**src/rtl/mem_access_unit.sv**
```systemverilog
// RV32I load/store access unit: address generation, alignment/funct3 checks,
// lane masking and replication, load extraction and a bounded wait for read data.
module mem_access_unit #(
  parameter int unsigned TIMEOUT_CYCLES = 16
) (
  input  logic        clk,
  input  logic        reset,
  input  logic        req_valid,
  output logic        req_ready,
  input  logic        req_store,
  input  logic [2:0]  req_funct3,
  input  logic [31:0] req_base,
  input  logic [31:0] req_offset,
  input  logic [31:0] req_store_data,
  output logic        resp_valid,
  output logic [31:0] resp_load_data,
  output logic [1:0]  resp_err,
  output logic [31:0] mem_addr,
  output logic [3:0]  mem_mask,
  output logic        mem_enable,
  output logic        mem_cmd,
  output logic [31:0] mem_write_data,
  input  logic [31:0] mem_load_data,
  input  logic        mem_valid
);

  localparam logic [1:0] S_IDLE   = 2'd0;
  localparam logic [1:0] S_ACCESS = 2'd1;
  localparam logic [1:0] S_RESP   = 2'd2;

  localparam logic MEM_CMD_READ  = 1'b0;
  localparam logic MEM_CMD_WRITE = 1'b1;

  localparam logic [1:0] ERR_OK      = 2'b00;
  localparam logic [1:0] ERR_MISALGN = 2'b01;
  localparam logic [1:0] ERR_ILLEGAL = 2'b10;
  localparam logic [1:0] ERR_TIMEOUT = 2'b11;

  localparam logic [7:0] LAST_WAIT = 8'(TIMEOUT_CYCLES - 1);

  logic [1:0]  state;
  logic [31:0] addr;
  logic [31:0] store_data;
  logic        store;
  logic [2:0]  funct3;
  logic [7:0]  count;

  logic [31:0] req_addr;
  logic        illegal_req;
  logic        misaligned_req;
  logic [3:0]  lane_mask;
  logic [31:0] lane_data;
  logic [31:0] shifted;
  logic [31:0] load_ext;

  // Checks are made on the raw request so an error response needs no extra cycle.
  always_comb begin
    req_addr    = req_base + req_offset;
    illegal_req = req_store ? (req_funct3[2] || (req_funct3[1:0] == 2'b11))
                            : ((req_funct3 == 3'b011) || (req_funct3[2:1] == 2'b11));
    misaligned_req = ((req_funct3[1:0] == 2'b01) && req_addr[0]) ||
                     ((req_funct3[1:0] == 2'b10) && (req_addr[1:0] != 2'b00));
  end

  always_comb begin
    lane_mask = 4'b1111;
    lane_data = store_data;
    case (funct3[1:0])
      2'b00: begin
        lane_mask = 4'b0001 << addr[1:0];
        lane_data = {4{store_data[7:0]}};
      end
      2'b01: begin
        lane_mask = 4'b0011 << addr[1:0];
        lane_data = {2{store_data[15:0]}};
      end
      default: ;
    endcase
  end

  always_comb begin
    shifted  = mem_load_data >> {addr[1:0], 3'b000};
    load_ext = shifted;
    case (funct3)
      3'b000:  load_ext = {{24{shifted[7]}}, shifted[7:0]};
      3'b100:  load_ext = {24'd0, shifted[7:0]};
      3'b001:  load_ext = {{16{shifted[15]}}, shifted[15:0]};
      3'b101:  load_ext = {16'd0, shifted[15:0]};
      default: load_ext = shifted;
    endcase
  end

  // The memory bus is only non-zero while an access is in flight.
  always_comb begin
    req_ready      = (state == S_IDLE);
    resp_valid     = (state == S_RESP);
    mem_enable     = (state == S_ACCESS);
    mem_addr       = mem_enable ? addr : 32'd0;
    mem_mask       = mem_enable ? lane_mask : 4'd0;
    mem_cmd        = (mem_enable && store) ? MEM_CMD_WRITE : MEM_CMD_READ;
    mem_write_data = mem_enable ? lane_data : 32'd0;
  end

  always_ff @(posedge clk or negedge reset) begin
    if (!reset) begin
      state          <= S_IDLE;
      addr           <= 32'd0;
      store_data     <= 32'd0;
      store          <= 1'b0;
      funct3         <= 3'd0;
      count          <= 8'd0;
      resp_load_data <= 32'd0;
      resp_err       <= ERR_OK;
    end else begin
      case (state)
        S_IDLE: begin
          if (req_valid) begin
            addr       <= req_addr;
            store      <= req_store;
            funct3     <= req_funct3;
            store_data <= req_store_data;
            count      <= 8'd0;
            if (illegal_req) begin
              state          <= S_RESP;
              resp_err       <= ERR_ILLEGAL;
              resp_load_data <= 32'd0;
            end else if (misaligned_req) begin
              state          <= S_RESP;
              resp_err       <= ERR_MISALGN;
              resp_load_data <= 32'd0;
            end else begin
              state <= S_ACCESS;
            end
          end
        end
        S_ACCESS: begin
          if (store) begin
            state          <= S_RESP;
            resp_err       <= ERR_OK;
            resp_load_data <= 32'd0;
          end else if (mem_valid) begin
            state          <= S_RESP;
            resp_err       <= ERR_OK;
            resp_load_data <= load_ext;
          end else if (count == LAST_WAIT) begin
            state          <= S_RESP;
            resp_err       <= ERR_TIMEOUT;
            resp_load_data <= 32'd0;
          end else begin
            count <= count + 8'd1;
          end
        end
        default: state <= S_IDLE;
      endcase
    end
  end

endmodule

```
**config.mk**
```make
export PLATFORM = sky130hd
export DESIGN_NAME = mem_access_unit
export DESIGN_NICKNAME = d
export VERILOG_FILES = /design/src/rtl/mem_access_unit.sv
export SDC_FILE = /design/constraint.sdc
export NUM_CORES = 1
export LEC_CHECK = 0
export CAP_MARGIN = 15
export CORE_MARGIN = 4
export CORE_UTILIZATION = 50
export DETAILED_ROUTE_END_ITERATION = 12
export GPL_TIMING_DRIVEN = 0
export HOLD_SLACK_MARGIN = 0.02
export PLACE_DENSITY = 0.86
export SYNTH_ARGS = -nofsm -noshare
export SYNTH_HDL_FRONTEND = slang
export SYNTH_SLANG_ARGS = --single-unit
```
**constraint.sdc**
```tcl
create_clock -name clk -period 5.1 [get_ports clk]
set_input_delay 1.02 -clock clk [delete_from_list [all_inputs] [get_ports clk]]
set_output_delay 1.02 -clock clk [all_outputs]
set_load 0.03 [all_outputs]
```
==> results.sh <==
export IMPL_worst_pin_slew_ns=1.15
export IMPL_crit_required_ns=4.08
export IMPL_fmax_mhz=239
export IMPL_fp_dieH_microns=128
export IMPL_fp_dieArea_sq_um=16500
export IMPL_cp_end_kind="output pin"
export IMPL_ys_seq_area_frac=0.387
export IMPL_multi_input_area_sq_um=4200
export IMPL_grt_total_usage=0.268
export IMPL_grt_pass1_vias=7227
export IMPL_post_cts_buffers=0
export IMPL_outcome="completed"
export IMPL_gp_congestion=0.907
export IMPL_r2r_slack_ns=2.62
export IMPL_core_area_sq_um=14000
export IMPL_vias=7499
export IMPL_grt_pass1_wl_microns=35800
export IMPL_sequentialPowerShare=0.351
export IMPL_antennaDiodeCount=0
export IMPL_ys_types=60
export IMPL_wirelength_microns=22800
export IMPL_die_w_microns=128
export IMPL_critPathKind="reg -> out"
export IMPL_clock_skew_ns=0.00865
export IMPL_power_density_nw_per_um2=361
export IMPL_rows=43
export IMPL_stdcell_count=1318
export IMPL_whs_ns=0.474
export IMPL_maxSlewViolCount=0
export IMPL_rsz0062_at_grt="no"
export IMPL_cp_cell_sequence="buf_2, buf_1, clkbuf_1, o21ai_0, a21oi_1, clkdlybuf4s50_1"
export IMPL_cts_inserted_buffers=9
export IMPL_synth_edf_count=0
export IMPL_pwr_share_clk=0.198
export IMPL_synthArstFlopShare=1.00
export IMPL_clk_pin_slew_worst_paths_ns=0.07
export IMPL_switching_share=0.398
export IMPL_final_common_cell="clkdlybuf4s50_1"
export IMPL_total_power_mw=3.68
export IMPL_clk_latency_ns=0.35
export IMPL_ys_ff_latch=112
export IMPL_synthToLayoutAreaGrowth_pct=41.0
export IMPL_arrival_ns=3.16
export IMPL_p_leak_nw=4.55
export IMPL_r2r_cells=9
export IMPL_clock_path_buffers=2
export IMPL_fin_nets=1303
export IMPL_vdd_drop_max_uv=195
export IMPL_drt_pass1_iterations=5
export IMPL_layout_common_cells="clkdlybuf4s50_1 (240), nand2_1 (226), dfrtp_1 (112), a21oi_1 (57), nor2_1 (56)"
export IMPL_dp_hpwl_microns=18000
export IMPL_hold_buffers=0
export IMPL_ios=242
export IMPL_cts_sinks=112
export IMPL_drive_above_1_share=0.0281
export IMPL_synth_cells=881
export IMPL_placed_cells=1303
export IMPL_fillers=1082
export IMPL_cts_tree="built"
export IMPL_cts_root_buffer="clkbuf_16"
export IMPL_final_antenna_net_count=0
export IMPL_final_util=0.727
export IMPL_holdPathStages=2
export IMPL_setup_tns_ns=0
export IMPL_place_area_sq_um=9900
export IMPL_avgViaCountPerCell=5.69
export IMPL_drtIter0Drc=505
export IMPL_numPortBuffers=241
export IMPL_fin_area_sq_um=10200
export IMPL_ys_flop_type="dfrtp_1"
export IMPL_synth_area_sq_um=7240
export IMPL_cts_max_level=3
export IMPL_finalSetupViolCount=0
export IMPL_switchingPower_mw=1.47
export IMPL_r2r_end="resp_load_data[23]$_DFFE_PN0P_"
export IMPL_period_share=0.820
export IMPL_regArea_sq_um=2800
export IMPL_internal_power_mw=2.22
export IMPL_cts_resized=0
export IMPL_wl_per_cell_microns=17.3
export IMPL_crit_buf_inv=4
export IMPL_holdCritPathClass="reg -> reg"
export IMPL_maxCapViolCount=0
export IMPL_antenna_found_initial=1
export IMPL_place_ws_ns=1.19
export IMPL_avgSynthCellArea_sq_um=8.22
export IMPL_path_depth=6
export IMPL_crit_fanout=10
export IMPL_r2r_start="addr[1]$_DFFE_PN0P_"
export IMPL_relSlewSlack=0.229
export IMPL_yosysWarnings=0
export IMPL_syn_num_nets=1050
export IMPL_initial_core_util=0.516
export IMPL_path_delay_family="buffers and inverters"
export IMPL_globalRouteOverflowTotal=0
export IMPL_worst_slack_ns=0.917
export IMPL_p_comb_frac=0.451
export IMPL_slowest_stage="clkdlybuf4s50_1"
export IMPL_min_period_ns=4.18
export IMPL_hold_viol_final=0
export IMPL_grt_max_degree=60
export IMPL_critPathLaunch="addr[0]$_DFFE_PN0P_"
export IMPL_endpoint="mem_mask[3]"
export IMPL_drc=0
export IMPL_cp_start_kind="register"
export IMPL_max_stage_delay_ns=0.72
## routing by layer
| metal | vias to the layer above | wire (microns) | track usage |
|---|---|---|---|
| li1 | 3533 | - | - |
| met1 | 3498 | 9050 | 0.336 |
| met2 | 409 | 11100 | 0.466 |
| met3 | 57 | 2060 | 0.0432 |
| met4 | 2 | 629 | 0.0999 |
| met5 | - | 8 | 0 |
## logic make-up after synthesis
family | after synthesis | synth area share
AO/OA/AOI/OAI | 224 | 0.200
XOR/XNOR | 35 | 0.0423
adder cells (fa/ha/maj) | 33 | 0.0581
buffers and inverters | 62 | 0.0332
flip-flops | 112 | 0.387
multiplexers | 35 | 0.0485
AND/OR/NAND/NOR | 380 | 0.231
## tightest hold or removal path, delay by kind of cell (launching register included)
kind             cells  cell delay, ns
AO/OA/AOI/OAI        1            0.06
flip-flops           1            0.33
AND/OR/NAND/NOR      1            0.05
## sequential cells by signal, indices dropped and copies added, names as in the netlist
name and count:
store_data 32, resp_err 2, store 1, funct3 3
state 2, count 8, resp_load_data 32, addr 32
## layout make-up
| type | instances | share of cell area |
|---|---|---|
| buffer | 52 | 0.0198 |
| inverter | 10 | 0.00368 |
| sequential | 112 | 0.274 |
| tap | 180 | 0.0221 |
| multi-input combinational | 707 | 0.411 |
| clock buffer | 13 | 0.0265 |
| timing repair buffer | 242 | 0.239 |
| clock inverter | 2 | 0.00368 |
## worst min path at each step
stage                               startpoint                         end
CTS                       addr[15]$_DFFE_PN0P_        addr[15]$_DFFE_PN0P_
finish                    addr[22]$_DFFE_PN0P_        addr[22]$_DFFE_PN0P_
detailed placement        addr[15]$_DFFE_PN0P_        addr[15]$_DFFE_PN0P_
global route        store_data[24]$_DFFE_PN0P_  store_data[24]$_DFFE_PN0P_
global placement          addr[18]$_DFFE_PN0P_        addr[18]$_DFFE_PN0P_
floorplan                 addr[10]$_DFFE_PN0P_        addr[10]$_DFFE_PN0P_
## power by group through the flow
| stage | registers [mW] | logic (mW) | clock network [mW] |
|---|---|---|---|
| 3_5_place_dp | 1.31 | 1.64 | 0 |
| 4_1_cts | 1.29 | 1.65 | 0.735 |
| 3_3_place_gp | 1.29 | 1.60 | 0 |
| 6_report | 1.29 | 1.66 | 0.731 |
| 5_1_grt | 1.32 | 1.82 | 0.773 |
| 2_1_floorplan | 1.34 | 0.990 | 0 |
## synthesized netlist by cell type (2+ instances only)
cell type,n,share of area
buf_1,3,0.0016
a32o_1,7,0.0097
nand3_1,5,0.0035
o21bai_1,6,0.0062
a211o_1,9,0.011
o21a_1,4,0.0041
or4_1,2,0.0021
and3_1,5,0.0043
nand2_1,226,0.12
clkbuf_1,43,0.022
and2_1,46,0.040
xor2_1,17,0.021
a22o_1,16,0.019
a21o_1,21,0.022
a31oi_1,4,0.0035
o21ai_1,30,0.021
nand2b_1,4,0.0035
buf_2,6,0.0041
a21oi_1,57,0.039
nor2b_1,11,0.0095
inv_1,8,0.0041
nor3_1,7,0.0048
nand3b_1,2,0.0021
xnor2_1,18,0.022
nor2_1,56,0.029
nand4_1,7,0.0060
o31ai_1,3,0.0031
o21ai_0,44,0.030
a21boi_1,2,0.0021
mux2i_1,34,0.047
dfrtp_1,112,0.39
or3_1,2,0.0017
ha_1,32,0.055
o211ai_1,6,0.0062
Note: power is estimated with default switching activity, not from simulation.
